`src/rtl/filter_window_seq_pkg.sv`:
```
// Shared types for the 3x3 window sequencer: pixel/window widths,
// neighbourhood slot order with bit offsets, and FSM states.
package filter_seq_pkg;

    localparam int PIX_W = 12;
    localparam int WIN_W = 9 * PIX_W;

    // Slot order is also the packing order on the window bus, MSB first.
    typedef enum logic [3:0] {
        SLOT_ORIG, SLOT_L, SLOT_R, SLOT_U, SLOT_D,
        SLOT_UL, SLOT_UR, SLOT_DL, SLOT_DR
    } slot_e;

    typedef enum logic [1:0] {IDLE, FETCH, LAST, DRAIN} state_e;

    // Neighbour step along one axis.
    typedef enum logic [1:0] {D_ZERO, D_NEG, D_POS} dir_e;

    // LSB position of a slot inside the window bus.
    function automatic int slot_off(slot_e s);
        return (int'(SLOT_DR) - int'(s)) * PIX_W;
    endfunction

    function automatic dir_e slot_dx(slot_e s);
        case (s)
            SLOT_L, SLOT_UL, SLOT_DL: return D_NEG;
            SLOT_R, SLOT_UR, SLOT_DR: return D_POS;
            default:                  return D_ZERO;
        endcase
    endfunction

    function automatic dir_e slot_dy(slot_e s);
        case (s)
            SLOT_U, SLOT_UL, SLOT_UR: return D_NEG;
            SLOT_D, SLOT_DL, SLOT_DR: return D_POS;
            default:                  return D_ZERO;
        endcase
    endfunction

endpackage

```
`src/rtl/filter_window_seq_if.sv`:
```
// Frame-buffer / filter bus of the window sequencer.
// master: the sequencer side; slave: RAMs, filter and controller side.
interface filter_window_seq_if #(
    parameter int ADDR_W = 15
);
    import filter_seq_pkg::*;

    logic              start;
    logic              busy;
    logic              done;
    logic              src_rd;
    logic [ADDR_W-1:0] src_addr;
    logic [PIX_W-1:0]  src_data;
    logic [WIN_W-1:0]  color_data;
    logic              win_valid;
    logic [PIX_W-1:0]  filter_rgb_in;
    logic              dst_we;
    logic [ADDR_W-1:0] dst_addr;
    logic [PIX_W-1:0]  dst_data;

    modport master (
        input  start, src_data, filter_rgb_in,
        output busy, done, src_rd, src_addr, color_data, win_valid,
               dst_we, dst_addr, dst_data
    );

    modport slave (
        output start, src_data, filter_rgb_in,
        input  busy, done, src_rd, src_addr, color_data, win_valid,
               dst_we, dst_addr, dst_data
    );

endinterface

```
`src/rtl/filter_seq_delay.sv`:
```
// Fixed-latency {valid, address} delay line that tracks the filter pipeline.
module filter_seq_delay #(
    parameter int LAT    = 4,
    parameter int ADDR_W = 15
) (
    input  logic              clk,
    input  logic              reset,
    input  logic              i_vld,
    input  logic [ADDR_W-1:0] i_addr,
    output logic              o_vld,
    output logic [ADDR_W-1:0] o_addr
);

    logic [LAT-1:0][ADDR_W:0] r_pipe;

    // shift {valid, address} one stage per cycle; reset drops in-flight writes
    always_ff @(posedge clk or posedge reset) begin
        if (reset) begin
            r_pipe <= '0;
        end else begin
            r_pipe[0] <= {i_vld, i_addr};
            for (int i = 1; i < LAT; i++) r_pipe[i] <= r_pipe[i-1];
        end
    end

    assign {o_vld, o_addr} = r_pipe[LAT-1];

endmodule

```
`src/rtl/filter_window_seq.sv`:
```
// Frame-scan sequencer: fetches each 3x3 neighbourhood from the source RAM,
// presents it as one window to the filter, and writes the filter result to
// the destination RAM after FILTER_LAT cycles.
// Optional build macro FILTER_SEQ_BORDER_ZERO_EN: out-of-frame neighbours
// read as zero (no RAM read) instead of replicating the edge pixel.
module filter_window_seq
    import filter_seq_pkg::*;
#(
    parameter int IMG_W      = 160,
    parameter int IMG_H      = 120,
    parameter int ADDR_W     = 15,
    parameter int FILTER_LAT = 4
) (
    input  logic               clk,
    input  logic               reset,
    filter_window_seq_if.master bus
);

`ifdef FILTER_SEQ_BORDER_ZERO_EN
    localparam bit ZERO_EN = 1'b1;
`else
    localparam bit ZERO_EN = 1'b0;
`endif

    localparam logic [ADDR_W-1:0] A_ONE    = ADDR_W'(1);
    localparam logic [ADDR_W-1:0] W_M1     = ADDR_W'(IMG_W - 1);
    localparam logic [ADDR_W-1:0] H_M1     = ADDR_W'(IMG_H - 1);
    localparam logic [ADDR_W-1:0] ROW_STEP = ADDR_W'(IMG_W);
    localparam logic [ADDR_W-1:0] LAST_PIX = ADDR_W'(IMG_W * IMG_H - 1);

    state_e            r_state, w_state_nxt;
    slot_e             r_slot, r_cap_slot;
    logic [ADDR_W-1:0] r_x, r_y, r_row;
    logic              r_cap_vld, r_cap_zero;
    logic [WIN_W-1:0]  r_shadow, w_shadow_nxt, r_color;
    logic              r_win_valid, r_done, w_done_nxt;
    logic [ADDR_W-1:0] r_win_addr;
    logic [ADDR_W-1:0] w_col, w_rowb, w_rd_addr;
    logic              w_oob, w_rd, w_last_pix;
    logic              w_dly_vld;
    logic [ADDR_W-1:0] w_dly_addr;

    assign w_last_pix = (r_x == W_M1) && (r_y == H_M1);

    // clamped neighbour address of the current slot; row base stepped by IMG_W
    always_comb begin
        w_col  = r_x;
        w_rowb = r_row;
        w_oob  = 1'b0;
        case (slot_dx(r_slot))
            D_NEG:   if (r_x == '0)  w_oob = 1'b1; else w_col = r_x - A_ONE;
            D_POS:   if (r_x == W_M1) w_oob = 1'b1; else w_col = r_x + A_ONE;
            default: ;
        endcase
        case (slot_dy(r_slot))
            D_NEG:   if (r_y == '0)  w_oob = 1'b1; else w_rowb = r_row - ROW_STEP;
            D_POS:   if (r_y == H_M1) w_oob = 1'b1; else w_rowb = r_row + ROW_STEP;
            default: ;
        endcase
        w_rd_addr = w_rowb + w_col;
    end

    // state register
    always_ff @(posedge clk or posedge reset) begin
        if (reset) r_state <= IDLE;
        else       r_state <= w_state_nxt;
    end

    // next state, read strobe and frame-complete detect
    always_comb begin
        w_state_nxt = r_state;
        w_done_nxt  = 1'b0;
        w_rd        = (r_state == FETCH) && !(ZERO_EN && w_oob);
        case (r_state)
            IDLE:  if (bus.start) w_state_nxt = FETCH;
            FETCH: if (r_slot == SLOT_DR) w_state_nxt = LAST;
            LAST:  w_state_nxt = w_last_pix ? DRAIN : FETCH;
            DRAIN: if (w_dly_vld && (w_dly_addr == LAST_PIX)) begin
                w_state_nxt = IDLE;
                w_done_nxt  = 1'b1;
            end
            default: w_state_nxt = IDLE;
        endcase
    end

    // raster position and slot counter
    always_ff @(posedge clk or posedge reset) begin
        if (reset) begin
            r_x    <= '0;
            r_y    <= '0;
            r_row  <= '0;
            r_slot <= SLOT_ORIG;
        end else begin
            case (r_state)
                IDLE: begin
                    r_x    <= '0;
                    r_y    <= '0;
                    r_row  <= '0;
                    r_slot <= SLOT_ORIG;
                end
                FETCH: if (r_slot != SLOT_DR) r_slot <= slot_e'(r_slot + 4'd1);
                LAST: begin
                    r_slot <= SLOT_ORIG;
                    if (r_x == W_M1) begin
                        r_x   <= '0;
                        r_y   <= r_y + A_ONE;
                        r_row <= r_row + ROW_STEP;
                    end else begin
                        r_x <= r_x + A_ONE;
                    end
                end
                default: ;
            endcase
        end
    end

    // merge the pixel returned for the previous slot into the shadow window
    always_comb begin
        w_shadow_nxt = r_shadow;
        if (r_cap_vld)
            w_shadow_nxt[slot_off(r_cap_slot) +: PIX_W] = r_cap_zero ? '0 : bus.src_data;
    end

    // capture pipeline, window publish and done pulse
    always_ff @(posedge clk or posedge reset) begin
        if (reset) begin
            r_cap_vld   <= 1'b0;
            r_cap_zero  <= 1'b0;
            r_cap_slot  <= SLOT_ORIG;
            r_shadow    <= '0;
            r_color     <= '0;
            r_win_valid <= 1'b0;
            r_win_addr  <= '0;
            r_done      <= 1'b0;
        end else begin
            r_cap_vld   <= (r_state == FETCH);
            r_cap_slot  <= r_slot;
            r_cap_zero  <= ZERO_EN && w_oob;
            r_shadow    <= w_shadow_nxt;
            r_win_valid <= (r_state == LAST);
            r_done      <= w_done_nxt;
            if (r_state == LAST) begin
                r_color    <= w_shadow_nxt;
                r_win_addr <= r_row + r_x;
            end
        end
    end

    filter_seq_delay #(
        .LAT    (FILTER_LAT),
        .ADDR_W (ADDR_W)
    ) u_dly (
        .clk    (clk),
        .reset  (reset),
        .i_vld  (r_win_valid),
        .i_addr (r_win_addr),
        .o_vld  (w_dly_vld),
        .o_addr (w_dly_addr)
    );

    assign bus.busy       = (r_state != IDLE);
    assign bus.done       = r_done;
    assign bus.src_rd     = w_rd;
    assign bus.src_addr   = w_rd ? w_rd_addr : '0;
    assign bus.color_data = r_color;
    assign bus.win_valid  = r_win_valid;
    assign bus.dst_we     = w_dly_vld;
    assign bus.dst_addr   = w_dly_addr;
    assign bus.dst_data   = bus.filter_rgb_in;

endmodule

```
`src/flat_wrapper.sv`:
```
// flat-port wrapper written by rule: the top's interface ports become plain ports
module filter_window_seq_flat import filter_seq_pkg::*;
#(
    parameter int IMG_W      = 160,
    parameter int IMG_H      = 120,
    parameter int ADDR_W     = 15,
    parameter int FILTER_LAT = 4
)
  (clk, reset, bus_start, bus_src_data, bus_filter_rgb_in, bus_busy, bus_done, bus_src_rd, bus_src_addr, bus_color_data, bus_win_valid, bus_dst_we, bus_dst_addr, bus_dst_data);
  filter_window_seq_if #(.ADDR_W(ADDR_W)) bus_i ();
  input  logic clk;
  input  logic reset;
  input wire logic [$bits(bus_i.start)-1:0] bus_start;
  input wire logic [$bits(bus_i.src_data)-1:0] bus_src_data;
  input wire logic [$bits(bus_i.filter_rgb_in)-1:0] bus_filter_rgb_in;
  output wire logic [$bits(bus_i.busy)-1:0] bus_busy;
  output wire logic [$bits(bus_i.done)-1:0] bus_done;
  output wire logic [$bits(bus_i.src_rd)-1:0] bus_src_rd;
  output wire logic [$bits(bus_i.src_addr)-1:0] bus_src_addr;
  output wire logic [$bits(bus_i.color_data)-1:0] bus_color_data;
  output wire logic [$bits(bus_i.win_valid)-1:0] bus_win_valid;
  output wire logic [$bits(bus_i.dst_we)-1:0] bus_dst_we;
  output wire logic [$bits(bus_i.dst_addr)-1:0] bus_dst_addr;
  output wire logic [$bits(bus_i.dst_data)-1:0] bus_dst_data;
  assign bus_i.start = bus_start;
  assign bus_i.src_data = bus_src_data;
  assign bus_i.filter_rgb_in = bus_filter_rgb_in;
  assign bus_busy = bus_i.busy;
  assign bus_done = bus_i.done;
  assign bus_src_rd = bus_i.src_rd;
  assign bus_src_addr = bus_i.src_addr;
  assign bus_color_data = bus_i.color_data;
  assign bus_win_valid = bus_i.win_valid;
  assign bus_dst_we = bus_i.dst_we;
  assign bus_dst_addr = bus_i.dst_addr;
  assign bus_dst_data = bus_i.dst_data;
  filter_window_seq #(.IMG_W(IMG_W), .IMG_H(IMG_H), .ADDR_W(ADDR_W), .FILTER_LAT(FILTER_LAT)) u_core (.clk(clk), .reset(reset), .bus(bus_i));
endmodule
```
`config.mk`:
```
export PLATFORM = sky130hd
export DESIGN_NAME = filter_window_seq_flat
export DESIGN_NICKNAME = d
export VERILOG_FILES = /design/src/rtl/filter_window_seq_pkg.sv /design/src/rtl/filter_window_seq_if.sv /design/src/rtl/filter_seq_delay.sv /design/src/rtl/filter_window_seq.sv /design/src/flat_wrapper.sv
export SDC_FILE = /design/constraint.sdc
export NUM_CORES = 1
export LEC_CHECK = 0
export BUFFER_PORTS_ARGS = -buffer_cell sky130_fd_sc_hd__buf_2
export CAP_MARGIN = 10
export CORE_MARGIN = 5
export CORE_UTILIZATION = 50
export DETAILED_ROUTE_END_ITERATION = 10
export PLACE_DENSITY = 0.81
export SETUP_SLACK_MARGIN = 0.05
export SLEW_MARGIN = 20
export SYNTH_ARGS = -nofsm -noshare
export SYNTH_HDL_FRONTEND = slang
export SYNTH_HIERARCHICAL = 1
export SYNTH_SLANG_ARGS = --single-unit
```
`constraint.sdc`:
```
create_clock -name clk -period 8.6 [get_ports clk]
set_input_delay 0.43 -clock clk [delete_from_list [all_inputs] [get_ports clk]]
set_output_delay 0.43 -clock clk [all_outputs]
set_load 0.01 [all_outputs]
```
=== After elaboration in Yosys (flattened, before gate mapping) ===
Cells that the tools add are included.

* Flip-flop bits (word level): 353
* Bits of input ports: 27
* Logic and storage cells: 95

* $add $sub $neg: 10
* $mul: 1
* Equality and inequality tests: 24
* Shifts and indexed selects: 2
* Muxes and demuxes: 26
* Reductions and logical operators: 16

{| class="wikitable"
|+ Operators with widths
! kind !! number
|-
| $pmux W15 S2 || 5
|-
| $mux W15 || 8
|-
| $bwmux W108 || 1
|-
| $mux W108 || 1
|-
| $shift A12 B33 Y108 const A || 1
|-
| $shiftx A12 B33 Y108 || 1
|-
| $neg A32 Y33 || 1
|-
| $mul A32 B3 Y30 const B || 1
|-
| $add A15 B1 Y15 const B || 2
|-
| $add A15 B15 Y15 || 2
|-
| $logic_not A15 Y1 || 2
|-
| $eq A4 B3 Y1 const B || 4
|-
| $add A15 B8 Y15 const B || 1
|-
| $eq A15 B15 Y1 const B || 1
|-
| $eq A15 B7 Y1 const B || 1
|-
| $eq A15 B8 Y1 const B || 1
|-
| $sub A15 B1 Y15 const B || 1
|-
| $sub A15 B8 Y15 const B || 1
|-
| $reduce_or A3 Y1 || 4
|-
| $eq A2 B2 Y1 const B || 4
|-
| $eq A4 B2 Y1 const B || 2
|-
| $mux W2 || 4
|-
| $pmux W2 S2 || 2
|-
| $pmux W2 S4 || 1
|-
| other kinds (17) || 27
|}

=== Depth between registers and ports, before layout ===
* Word-level depth: 7
* Gate-level depth with buffers: 22
* Depth with buffers taken out: 18

=== Modules after synthesis ===
Netlist, hierarchy kept.

{| class="wikitable"
|+ By module, submodules not included
! module !! times used !! cells each !! area an instance (sq um) !! seq. area each (sq um)
|-
| filter_window_seq || 1 || 1604 || 15838.9 || 7106.8
|-
| filter_seq_delay || 1 || 80 || 1717.9 || 1601.5
|}

=== Least setup slack after synthesis ===
Ideal clock, no wire load.

* Path type: flip-flop to flip-flop
* Start: reg u_core.r_cap_slot[0]
* End: reg u_core.r_color[104], in the netlist u_core/bus.color_data[104]
* Data arrival time: 5511 ps
* Data required time: 8475 ps
* Slack: 2964 ps
* Cell stages (with the launch flop): 20
* Path buffers: 5
* Period minus slack after synthesis: 5636 ps
* Cells stage by stage: dfrtp_1 -> buf_2 -> buf_1 -> inv_1 -> ha_1 -> buf_2 -> xor2_1 -> inv_2 -> clkbuf_1 -> ha_1 -> and2_1 -> fa_1 -> or4_4 -> o21ai_0 -> and3_1 -> buf_6 -> o21ai_2 -> or4b_4 -> mux2_4 -> mux2_2

* Cells in the longest elaborated chain, start to end: 6
* Elaborated cells on any way between the ends: 7
* Classes of those cells: add/sub (2); mul (1); shift (2); mux (2)

{| class="wikitable"
|+ RTL lines
! what !! line !! RTL
|-
| start: declaration || filter_window_seq.sv:32 || <nowiki>slot_e r_slot, r_cap_slot;</nowiki>
|-
| start signal: assignment || filter_window_seq.sv:137 || <nowiki>r_cap_slot <= r_slot;</nowiki>
|-
| $sub A4 B4 Y5 (*) || filter_window_seq_pkg.sv:21 || <nowiki>return (int'(SLOT_DR) - int'(s)) * PIX_W;</nowiki>
|-
| $mul A32 B3 Y30 (*) || filter_window_seq_pkg.sv:21 ||
|-
| $neg A32 Y33 (*) || filter_window_seq.sv:121 || <nowiki>w_shadow_nxt[slot_off(r_cap_slot) +: PIX_W] = r_cap_zero ? '0 : bus.src_data;</nowiki>
|-
| $shiftx A12 B33 Y108 or $shift A12 B33 Y108 (tied branches) || filter_window_seq.sv:121 ||
|-
| $bwmux W108 (*) || filter_window_seq.sv:121 ||
|-
| $mux W108 (*) || filter_window_seq.sv:120 || <nowiki>if (r_cap_vld)</nowiki>
|-
| net u_core.w_shadow_nxt[104] || filter_window_seq.sv:35 || <nowiki>logic [WIN_W-1:0] r_shadow, w_shadow_nxt, r_color;</nowiki>
|-
| end signal: assignment || filter_window_seq.sv:143 || <nowiki>r_color <= w_shadow_nxt;</nowiki>
|-
| end: declaration || filter_window_seq.sv:35 ||
|}

Mark *: on every way through the listed nets, which the timed path passes. The rest lies on a longest branch.
A chain may end at the register's enable or synchronous reset.

=== Worst setup path after layout ===
* Start: reg u_core.r_cap_slot[0]
* End: reg u_core.r_color[24], in the netlist u_core/bus.color_data[24]

Same word-level chain as after synthesis.

==> metrics.txt <==
area occupied by registers 8710 um2; Async SR Flop Fraction between 90% and 100%; Reg-to-Reg Start u_core/r_cap_slot[0]; Top Usage Layer GRT met2; most frequent cells in the layout dfrtp_1 (347), nand2_1 (171), buf_2 (157), mux2_2 (156), nor2_1 (101); # IOs ~180; area grow syn2layout 11.76%; via count 13.52k; Slew headroom around 32%; GPL Wtd Cong 0.9993; met2 Use GR 35.31%; max frequency between 150 and 200 MHz; clock sink count approximately 350; crit path from u_core/r_cap_slot[0]; Worst Path Required about 9 ns; clk root buf clkbuf_16; Routed WL around 45 mm; CP top delay family simple AND/OR/NAND/NOR gates; first-pass GRT wire length 73.24 mm; grt ovf 0; TritonCTS buffer count 37; number of port buffers around 160; initial antenna violation count 1; Ys Warns 6; CTS max path bufs 3; ratio of cells with drive above 1 in the final layout between 20% and 30%; Post-synth top flop dfrtp_1; most common cell after layout, fill and taps aside dfrtp_1; Post-Syn Instances around 1.7k; P_leak approximately 8.7 nW; post-DP HPWL 31.15 mm; vias in the first global route about 13k; final core utilization 56.66%; DR pass1 iterations 10; clk_lat worst skew approximately 0.52 ns; Final setup viols 0; CP max stage cell and3_1; Max Cap Viol 0; Startpoint Class flop; status complete, no violations; placed cell area 18400 um2; Max VDD drop ~0.00013 V; fin crit share around 75%; synthesized flop and latch total ~350; syn avg cell area around 10 um2; Vias/cell between 6 and 7; Final Cell Area around 20000 um2; htree depth 2; worst path cell trace buf_4 > inv_1 > ha_1 > xor2_1 > inv_2 > ha_1 > and2_1 > fa_1 > or4_4 > o21ai_0 > and3_1 > o211ai_4 > nor3_1 > mux2_2 > mux2_2; Slew Limit Fails 0; Final ANT Viol Nets 0; Worst Path Max Fanout 58; Buf/Inv on CP 3; GRT met1 Usage around a third; fill count around 2.8k; Post-Syn Area roughly 18000 um2; syn_nets 1753; die width 197.4 um; min cycle time layout roughly 6.5 ns; CP max stage delay roughly 0.76 ns; CP Class reg2reg; Total GRT Usage ~23%; Clock Pin Slew Worst Setup and Hold Paths about 0.060 ns; multi-input logic area 8044 um2; Die ar. a little under 40000 um2; Power Density 176.2 nW/um2; Starting Density 50.70%; Unique masters post-synth 86; fin nets about 1.8k; WL/cell 19.98 um; CTS tree built; largest net degree at the start of global routing ~140; post-route setup TNS 0 ns; worst slew pin tran between 1 and 1.5 ns; final hold violation count 0; Post-synth EDFFs 0; Worst setup EP type flop; Rows 68; drt drc 0; min-delay src bus_start; die height between 150 and 200 um; core region area 34630 um2; crit path DAT a little under 7 ns; number of DRC markers in iteration 0 about 1.2k; M3 GR Usage under 10%; Worst Skew approximately 0.014 ns; HP Class in2reg; sequential share of the synthesized area approximately half; RSZ-0062 raised after global routing no
registers in the layout (all words and copies together) (netlist names), 2 cells and up:
name / flops
u_core/r_cap_slot: 4
u_core/r_shadow: 108
u_core/u_dly/r_pipe: 48
u_core/u_dly/o_addr: 15
u_core/r_win_addr: 15
u_core/r_slot: 4
u_core/r_row: 10
u_core/r_y: 15
u_core/bus.color_data: 108
u_core/r_state: 2
u_core/r_x: 15
per-stage QoR:
stage | cells | power [mW] | hold slack (ns) | worst slack, ns
final | 2235 | 3.457 | 0.2717 | 2.134
after global routing | 2235 | 3.592 | 0.2664 | 1.887
after CTS | 2234 | 3.496 | 0.2604 | 2.236
after detailed placement | 2171 | 1.897 | 0.3347 | 2.242
after global placement | 2171 | 1.888 | 0.3315 | 2.581
after floorplan | 1684 | 1.835 | 0.3312 | 0.3344
synth_stat cells (7+ instances only):
master | number | area [um2]
a211oi_1 | 16 | 120.1
a21o_1 | 10 | 75.07
a21oi_1 | 98 | 490.5
a221oi_1 | 7 | 61.31
a22o_1 | 10 | 87.58
a31oi_1 | 19 | 118.9
a32oi_1 | 11 | 96.34
and2_1 | 13 | 81.33
and3_1 | 21 | 131.4
buf_1 | 10 | 37.54
buf_2 | 10 | 50.05
buf_4 | 27 | 202.7
clkbuf_1 | 89 | 334.1
dfrtp_1 | 348 | 8708
ha_1 | 41 | 513.0
inv_1 | 43 | 161.4
mux2_2 | 156 | 1757
mux2i_1 | 22 | 220.2
nand2_1 | 171 | 641.9
nand2b_1 | 13 | 81.33
nand3_1 | 37 | 185.2
nand4_1 | 23 | 143.9
nor2_1 | 101 | 379.1
nor3_1 | 45 | 225.2
nor4_1 | 19 | 118.9
o2111ai_1 | 7 | 61.31
o211ai_1 | 7 | 52.55
o21ai_0 | 73 | 365.4
o22ai_1 | 7 | 43.79
o31ai_1 | 30 | 225.2
o41ai_1 | 14 | 122.6
or2_2 | 9 | 56.30
or3_1 | 17 | 106.4
xnor2_1 | 20 | 175.2
xor2_1 | 17 | 148.9
cell type report:
cell class	instances	area share (%)
multi-input combinational	1151	41.00
sequential	348	44.39
tap	455	2.901
clock inverter	14	0.9756
antenna	1	0.01275
inverter	46	0.9310
clock buffer	48	5.184
timing repair buffer	172	4.610
where the power goes:
group / internal (mW) / total (mW) / switching [mW] / leakage [nW]
Combinational: 0.0595 / 0.154 / 0.0943 / 3.87
Sequential: 1.69 / 1.71 / 0.0239 / 4.29
Clock: 0.956 / 1.59 / 0.635 / 0.581
Total: 2.70 / 3.46 / 0.753 / 8.74
worst min-delay path: cells and delay by family:
| family | cells | cell delay (ns) |
|---|---|---|
| AO/OA/AOI/OAI | 1 | 0.13 |
| buffers and inverters | 1 | 0.11 |
| multiplexers | 1 | 0.06 |
routing by layer:
layer / routed length [um] / share of wire (%) / vias to the layer above
met5: 0 / 0 / -
met4: 988 / 2.2 / 0
met3: 3580 / 8.0 / 91
met2: 20320 / 46 / 601
met1: 19770 / 44 / 6631
li1: - / - / 6199
path summary, 6_finish.rpt:
path,endpoint,slack (ns),depth (start not counted)
setup reg to reg,u_core/bus.color_data[24],2.13,15
hold reg to reg,u_core/u_dly/o_addr[13],0.35,0
max in group asynchronous,u_core/bus.color_data[74],6.54,4
setup / recovery,u_core/bus.color_data[24],2.13,15
hold / removal,u_core/r_state[0],0.27,3
min in group asynchronous,u_core/u_dly/r_pipe[12],0.53,3
cells by family (layout without fill, tap and decap cells):
kind of cell,count (synthesis),after routing,synth area share [%]
DFF,348,348,49.60
adders and majority gates,42,42,3.036
AOI/OAI and AO/OA,362,362,13.80
muxes,188,188,11.99
other,1,2,0.02136
and+or+nand+nor,519,519,14.78
buffers and inverters,185,280,4.661
xor gates and xnor gates,39,39,2.109
repair_timing:
item,CTS,global route
resized for setup,0,0
buffers inserted,0,0
hold buffers,1,0
hold endpoints to repair,21,0
No activity file was read; power rests on OpenSTA's default activity.
